$ cat src/rtl/gpia_wb_ctrl_if.sv
// Wishbone B4 classic 16-bit bus bundle between the CPU interconnect and gpia_wb_ctrl.
// Signal names keep the slave-side _i/_o suffixes so the wiring reads like the slave's port list.
interface gpia_wb_ctrl_if;
  logic        cyc_i;
  logic        stb_i;
  logic        we_i;
  logic [3:0]  adr_i;
  logic [1:0]  sel_i;
  logic [15:0] dat_i;
  logic [15:0] dat_o;
  logic        ack_o;

  modport master (
    output cyc_i, stb_i, we_i, adr_i, sel_i, dat_i,
    input  dat_o, ack_o
  );

  modport slave (
    input  cyc_i, stb_i, we_i, adr_i, sel_i, dat_i,
    output dat_o, ack_o
  );
endinterface

$ cat src/rtl/gpia_wb_ctrl.sv
// Wishbone 16-bit slave that sequences hword accesses into a 64-bit GPIA_DWORD bank:
// IDLE -> EXEC (one-cycle byte strobes) -> WAIT (WAIT_STATES cycles) -> ACK.
module gpia_wb_ctrl #(
  parameter int unsigned WAIT_STATES = 1
) (
  input  logic          clk_i,
  input  logic          res_i,
  gpia_wb_ctrl_if.slave wb,
  output logic [1:0]    gpia_mode_o,
  output logic [63:0]   gpia_d_o,
  output logic [7:0]    gpia_stb_o,
  input  logic [63:0]   gpia_q_i
);

  typedef enum logic [1:0] {S_IDLE, S_EXEC, S_WAIT, S_ACK} state_t;

  localparam logic [3:0] WS_LAST = 4'((WAIT_STATES > 0) ? WAIT_STATES - 1 : 0);

  state_t      state;
  logic [3:0]  wait_cnt;
  logic        we_q;
  logic [1:0]  lane_q;
  logic [15:0] lane_data;

  assign lane_data = gpia_q_i[{lane_q, 4'b0000} +: 16];

  // NOTE: every register here is updated with <= so all of them see the pre-edge values;
  // a blocking assignment would let later statements observe the new state in the same edge.
  always_ff @(posedge clk_i) begin
    if (!res_i) begin
      state       <= S_IDLE;
      wait_cnt    <= '0;
      we_q        <= 1'b0;
      lane_q      <= '0;
      wb.ack_o    <= 1'b0;
      wb.dat_o    <= '0;
      gpia_stb_o  <= '0;
      gpia_mode_o <= '0;
      gpia_d_o    <= '0;
    end else begin
      // Pulse outputs default low; only the entering transition raises them for one cycle.
      gpia_stb_o <= '0;
      wb.ack_o   <= 1'b0;
      wb.dat_o   <= '0;

      case (state)
        S_IDLE: begin
          if (wb.cyc_i && wb.stb_i) begin
            we_q   <= wb.we_i;
            lane_q <= wb.adr_i[1:0];
            state  <= S_EXEC;
            // Strobes, data and mode are registered on entry so they are valid throughout EXEC.
            if (wb.we_i) begin
              gpia_stb_o  <= {6'b000000, wb.sel_i} << {wb.adr_i[1:0], 1'b0};
              gpia_d_o    <= {4{wb.dat_i}};
              gpia_mode_o <= wb.adr_i[3:2];
            end
          end
        end

        S_EXEC: begin
          if (!wb.cyc_i) begin
            state <= S_IDLE;
          end else if (WAIT_STATES > 0) begin
            state    <= S_WAIT;
            wait_cnt <= WS_LAST;
          end else begin
            state    <= S_ACK;
            wb.ack_o <= 1'b1;
            wb.dat_o <= we_q ? 16'h0000 : lane_data;
          end
        end

        S_WAIT: begin
          if (!wb.cyc_i) begin
            state <= S_IDLE;
          end else if (wait_cnt == 4'd0) begin
            state    <= S_ACK;
            wb.ack_o <= 1'b1;
            wb.dat_o <= we_q ? 16'h0000 : lane_data;
          end else begin
            wait_cnt <= wait_cnt - 4'd1;
          end
        end

        S_ACK: begin
          state <= S_IDLE;
        end

        default: begin
          state <= S_IDLE;
        end
      endcase
    end
  end

endmodule

$ cat src/flat_wrapper.sv
// flat-port wrapper written by rule: the top's interface ports become plain ports
module gpia_wb_ctrl_flat 
#(
  parameter int unsigned WAIT_STATES = 1
)
  (clk_i, res_i, gpia_mode_o, gpia_d_o, gpia_stb_o, gpia_q_i, wb_cyc_i, wb_stb_i, wb_we_i, wb_adr_i, wb_sel_i, wb_dat_i, wb_dat_o, wb_ack_o);
  gpia_wb_ctrl_if wb_i ();
  input  logic clk_i;
  input  logic res_i;
  output logic [1:0] gpia_mode_o;
  output logic [63:0] gpia_d_o;
  output logic [7:0] gpia_stb_o;
  input  logic [63:0] gpia_q_i;
  input wire logic [$bits(wb_i.cyc_i)-1:0] wb_cyc_i;
  input wire logic [$bits(wb_i.stb_i)-1:0] wb_stb_i;
  input wire logic [$bits(wb_i.we_i)-1:0] wb_we_i;
  input wire logic [$bits(wb_i.adr_i)-1:0] wb_adr_i;
  input wire logic [$bits(wb_i.sel_i)-1:0] wb_sel_i;
  input wire logic [$bits(wb_i.dat_i)-1:0] wb_dat_i;
  output wire logic [$bits(wb_i.dat_o)-1:0] wb_dat_o;
  output wire logic [$bits(wb_i.ack_o)-1:0] wb_ack_o;
  assign wb_i.cyc_i = wb_cyc_i;
  assign wb_i.stb_i = wb_stb_i;
  assign wb_i.we_i = wb_we_i;
  assign wb_i.adr_i = wb_adr_i;
  assign wb_i.sel_i = wb_sel_i;
  assign wb_i.dat_i = wb_dat_i;
  assign wb_dat_o = wb_i.dat_o;
  assign wb_ack_o = wb_i.ack_o;
  gpia_wb_ctrl #(.WAIT_STATES(WAIT_STATES)) u_core (.clk_i(clk_i), .res_i(res_i), .wb(wb_i), .gpia_mode_o(gpia_mode_o), .gpia_d_o(gpia_d_o), .gpia_stb_o(gpia_stb_o), .gpia_q_i(gpia_q_i));
endmodule
$ cat config.mk
export PLATFORM = sky130hd
export DESIGN_NAME = gpia_wb_ctrl_flat
export DESIGN_NICKNAME = d
export VERILOG_FILES = /design/src/rtl/gpia_wb_ctrl_if.sv /design/src/rtl/gpia_wb_ctrl.sv /design/src/flat_wrapper.sv
export SDC_FILE = /design/constraint.sdc
export NUM_CORES = 1
export LEC_CHECK = 0
export CORE_ASPECT_RATIO = 0.75
export CORE_MARGIN = 2
export CORE_UTILIZATION = 32
export CTS_CLUSTER_DIAMETER = 60
export DETAILED_ROUTE_END_ITERATION = 12
export PLACE_DENSITY = 0.77
export SLEW_MARGIN = 15
export SYNTH_ARGS = -nofsm -noshare
export SYNTH_HDL_FRONTEND = slang
export SYNTH_SLANG_ARGS = --single-unit
$ cat constraint.sdc
create_clock -name clk_i -period 1.78 [get_ports clk_i]
set_clock_uncertainty 0.05 [all_clocks]
set_input_delay 0.445 -clock clk_i [delete_from_list [all_inputs] [get_ports clk_i]]
set_output_delay 0.445 -clock clk_i [all_outputs]
set_load 0.005 [all_outputs]
# Word level (Yosys, flattened, before mapping)
# Cells that the tools add are included.
[totals]
output_inout_bits = 91
ff_bits = 100
wordCells = 45
input_bits = 91
[classes]
n_eq_ne = 8
add_sub_neg = 1
bitwise_logic = 4
muxes = 10
reduce_logical = 11
shifts = 2
[op_table]
columns = ["cell", "count"]
rows = [
  ["$shiftx 64x7->16", 1],
  ["$mux 4", 3],
  ["$mux 2", 4],
  ["$pmux 2 s4", 1],
  ["$pmux 4 s2", 1],
  ["$reduce_and 4->1", 2],
  ["$shl 2x3->8", 1],
  ["$ne 2x2->1 const B", 3],
  ["$reduce_and 3->1", 2],
  ["$reduce_or 5->1", 1],
  ["$eq 2x2->1 const B", 2],
  ["$logic_not 4->1", 1],
  ["$not 1->1", 4],
  ["$reduce_and 2->1", 2],
  ["$sub 4x1->4 const B", 1],
  ["$ne 3x2->1 const B", 1],
  ["$eq 2x1->1 const B", 1],
  ["$logic_not 2->1", 1],
  ["$ne 2x1->1 const B", 1],
  ["$reduce_bool 2->1", 1],
  ["$logic_and 1x1->1", 1],
  ["$mux 1", 1],
]

# Logic depth before layout (Yosys ltp)
[logic_depth]
depth_word = 4
depth_mapped = 6
depth_no_buf = 5

# Least setup slack after synthesis
# OpenSTA, ideal clock, no wires.
[synth_path]
kind = "register to register"
from = "register u_core.wait_cnt[0]"
to = "register u_core.wb.dat_o[10]"
n_path_buf = 1
required_time_ps = 1665
slack_ps = 6
period_less_slack_ps = 1774
path_stages_with_launch = 7
setup_time_ps = 65
t_arrival_ps = 1659
cell_sequence = "dfxtp_1 -> inv_1 -> ha_1 -> or3b_1 -> or4_4 -> buf_6 -> nor2b_1"
[synth_between]
elab_chain_len = 3
[synth_rtl]
columns = ["item", "line", "text"]
rows = [
  ["start, declared", "gpia_wb_ctrl.sv:20", "logic [3:0] wait_cnt;"],
  ["start signal, assigned", "gpia_wb_ctrl.sv:82", "wait_cnt <= wait_cnt - 4'd1;"],
  ["$logic_not 4->1", "gpia_wb_ctrl.sv:77", "end else if (wait_cnt == 4'd0) begin"],
  ["$not 1->1 (no line)", "--", ""],
  ["$reduce_or 5->1 (no line)", "--", ""],
  ["end signal, assigned", "gpia_wb_ctrl.sv:70", "wb.dat_o <= we_q ? 16'h0000 : lane_data;"],
  ["end signal, assigned", "gpia_wb_ctrl.sv:80", "wb.dat_o <= we_q ? 16'h0000 : lane_data;"],
  ["end, declared", "gpia_wb_ctrl_if.sv:20", "output dat_o, ack_o"],
]
# Every way passes these cells.
# A chain may end at the register's enable or synchronous reset.

# Worst setup path in the final report
[layout_path]
from = "input wb_cyc_i"
to = "register u_core.wb.dat_o[3]"
[layout_between]
elab_chain_len = 2
[layout_rtl]
columns = ["item", "line", "text"]
rows = [
  ["start, declared", "flat_wrapper.sv:14", "input wire logic [$bits(wb_i.cyc_i)-1:0] wb_cyc_i;"],
  ["$not 1->1 (no line)", "--", ""],
  ["$reduce_or 5->1 (no line)", "--", ""],
]
# Every way passes these cells.

==> results.py <==
metrics = {
    "timing": {
        "setup_ws_ps": -53.21,
        "worst_pin_slew_ps": 485.7,
        "final.min_clock_period_ps": 1833,
        "slew_viol_final": 0,
        "fin_crit_sh_pct": 103.0,
        "maxSlewHeadroom_pct": 67.58,
        "hold_slack_ps": 428.0,
        "finalHoldViolations": 0,
        "rsz0062_at_grt": "yes",
        "max_freq_mhz": 545.5,
        "setup_violations": 7,
    },
    "cts": {
        "clockBufferDepth": 2,
        "h-tree-depth": 2,
        "clk_pin_slew_ps": 90,
        "insertion_delay_ps": 290,
        "cts-root-buf": "clkbuf_8",
        "clock_sinks": 52,
        "cts_tree": "yes",
        "cts_made_buffers": 5,
        "ctsHoldBuffers": 0,
    },
    "hold_path": {
        "hold_path.class": "reg -> reg",
        "min_from": "u_core.gpia_mode_o[1]$_SDFFE_PN0P_",
    },
    "setup_path": {
        "endpoint": "u_core.wb.dat_o[3]$_SDFF_PP0_",
        "crit_family": "buffers and inverters",
        "crit_start": "wb_cyc_i",
        "crit_chain": "clkdlybuf4s50_1 > buf_6 > nand2_1 > or4_4 > clkbuf_16 > nor2b_1",
        "r2r-start": "u_core.wait_cnt[0]$_SDFFE_PN0P_",
        "slowest_delay_ps": 580,
        "cp.depth": 6,
        "critical_path_class": "in -> reg",
        "worst-path-max-fanout": 6,
        "required_ps": 1960,
        "critPathBufInv": 3,
        "start_kind": "input pin",
        "cp-end-kind": "register",
        "worstReg2RegEnd": "u_core.wb.dat_o[3]$_SDFF_PP0_",
        "r2r_slack_ps": -50,
        "crit_slowest_cell": "or4_4",
        "worstPathArrival_ps": 2010,
        "r2r_cells": 6,
    },
    "synthesis": {
        "syn-num-nets": 355,
        "synth_area_um2": 2605,
        "syn_avg_cell_area_um2": 9.943,
        "synth_area_leaders": "dfxtp_1 (40%), buf_4 (14%), mux4_2 (14%), nand3_1 (4.4%), a21oi_1 (4.2%)",
        "yosysWarnings": 0,
        "ys_types": 34,
        "syn_inst": 262,
        "yosysSeqAreaShare_pct": 39.96,
        "ys_ff_latch": 52,
        "synth_top_area_share_pct": 39.96,
        "yosysTopAreaCell": "dfxtp_1",
    },
    "final_layout": {
        "fin_cells": 513,
        "fin_area_um2": 4458,
        "areaGrowthSynthToFinish_pct": 71.13,
        "drive_above_1_share_pct": 18.14,
        "nets": 500,
        "fin_util_pct": 56.56,
        "n_antenna_cell": 0,
    },
    "route": {
        "drc_errors": 0,
        "vias": 2433,
        "dr.pass1.iters": 4,
        "wirelength_um": 7681,
        "antenna_left": 0,
        "avgViaCountPerCell": 4.743,
        "drt_iter0_drc": 49,
        "wl_per_cell_um": 14.97,
    },
    "die": {
        "io_pins": 182,
        "core-area_um2": 7883,
        "die-area_um2": 8886,
        "row_count": 28,
        "start_util_pct": 33.05,
        "die_y_um": 82.14,
        "fp.dieW_um": 108.2,
    },
    "placement": {
        "placed_cell_area_um2": 4275,
        "gp_congestion": 0.7607,
        "dp_slack_ps": -313.7,
        "placedCellCount": 503,
        "hpwl_um": 6054,
        "io_buffers": 181,
    },
    "run_status": {
        "run_status": "finished, violations left",
        "violations": "negative setup slack",
    },
    "global_routing": {
        "grt_pass1_vias": 2404,
        "grt_max_degree": 22,
        "track_usage_pct": 16.07,
        "grt_pass1_wl_um": 11220,
        "grt-ovfl-total": 0,
        "antenna_found_initial": 0,
    },
    "power_and_ir_drop": {
        "irDropWorstVdd_mv": 0.3539,
        "p_leak_nw": 1.546,
        "power_density_nw_per_um2": 544.8,
    },
    "run": {
        "cap_violations": 0,
    },
}
==> report_power, final <==
| group | switching (mW) | leakage (nW) | internal [mW] |
|---|---|---|---|
| Clock | 0.371 | 0.0445 | 0.317 |
| Sequential | 0.0266 | 0.427 | 1.19 |
| Combinational | 0.159 | 1.07 | 0.368 |
==> how the worst min path moves through the flow <==
stage / endpoint / slack (ps) / cells after the start
6_report: u_core.gpia_mode_o[1]$_SDFFE_PN0P_ / 430 / 2
5_1_grt: u_core.gpia_mode_o[1]$_SDFFE_PN0P_ / 460 / 2
4_1_cts: u_core.gpia_mode_o[1]$_SDFFE_PN0P_ / 430 / 2
3_5_place_dp: u_core.gpia_mode_o[1]$_SDFFE_PN0P_ / 410 / 2
3_3_place_gp: u_core.gpia_mode_o[0]$_SDFFE_PN0P_ / 410 / 2
2_1_floorplan: u_core.we_q$_SDFFE_PN0P_ / 390 / 2
==> cells in the final DEF (no fill, tap or decap), drive strengths merged <==
cell type | synthesis | layout
a21oi | 22 | 22
a31oi | 1 | 1
buf | 55 | 20
or4 | 3 | 3
mux4 | 16 | 16
nor3 | 6 | 6
clkdlybuf4s50 | 0 | 181
and4bb | 1 | 1
nor2b | 12 | 12
mux2i | 3 | 3
dfxtp | 52 | 52
nor4 | 2 | 2
xnor2 | 1 | 1
or4b | 1 | 1
a211oi | 2 | 2
clkinvlp | 0 | 1
nor2 | 3 | 3
nand3b | 3 | 3
or3b | 1 | 1
o21ai | 18 | 18
nand2 | 10 | 10
nand2b | 2 | 2
and2b | 4 | 4
nand3 | 23 | 23
nor3b | 1 | 1
o311ai | 2 | 2
inv | 5 | 5
or3 | 1 | 1
ha | 2 | 2
nand4bb | 1 | 1
clkbuf | 9 | 8
==> what timing repair did <==
action	4_1_cts	5_1_grt
pin swaps	1	1
cloned	0	1
setup endpoints to repair	16	52
buffers inserted	0	1
resized for setup	1	23
endpoints found under the hold margin	0	0
==> layer usage <==
metal  vias up  routed length [um]  part of all wire (%)  track usage (%)
li1       1166                   -                     -                -
met5         -                   0                     0                0
met2       108                3873                    50            29.81
met4         0                  40                  0.52            3.205
met3         5                 712                   9.3            4.788
met1      1154                3054                    40            18.62
==> registers in the layout (all words and copies together) (netlist names) <==
signal              count
u_core.wb.ack_o         1
u_core.wait_cnt         4
u_core.we_q             1
u_core.state            2
u_core.gpia_stb_o       8
u_core.gpia_mode_o      2
u_core.lane_q           2
u_core.gpia_d_o        16
u_core.wb.dat_o        16
==> Yosys cell counts (all sizes together) <==
cell / n
nand3b: 3
xnor2: 1
or3: 1
nor4: 2
a21oi: 22
mux4: 16
nand3: 23
or4b: 1
nor2b: 12
or4: 3
buf: 55
nor3: 6
ha: 2
mux2i: 3
nand4bb: 1
nor3b: 1
nand2: 10
and4bb: 1
or3b: 1
o21ai: 18
inv: 5
dfxtp: 52
a211oi: 2
nor2: 3
and2b: 4
nand2b: 2
o311ai: 2
clkbuf: 9
a31oi: 1
==> kinds of logic after synthesis <==
kind of cell	after synthesis	synth area share (%)
compound gates	45	9.174
buf+inv	69	17.63
simple gates	74	16.95
mux	19	14.99
xor+xnor	1	0.3363
flops	52	39.96
fa+ha+maj	2	0.9605
==> through the flow <==
stage	total power, mW	setup TNS, ps
finish	2.429	-132.1
global route	2.541	-718.6
CTS	2.455	-129.0
detailed placement	1.757	-6865
global placement	1.746	-5898
floorplan	1.447	0
==> worst reg2reg max path, cell delays in order, from the launching register on <==
cell and delay (ps):
dfxtp_2 340, inv_2 70, ha_4 130, or3b_4 380
or4_4 490, clkbuf_16 190, nor2b_1 130
==> final cells by class <==
cell class | instances | area, um2
multi-input combinational | 141 | 1140
clock buffer | 7 | 86.33
inverter | 5 | 18.77
clock inverter | 1 | 7.507
fill | 692 | 3425
timing repair buffer | 202 | 2016
tap | 105 | 131.4
sequential | 52 | 1059
Note: power is estimated with default switching activity, not from simulation.
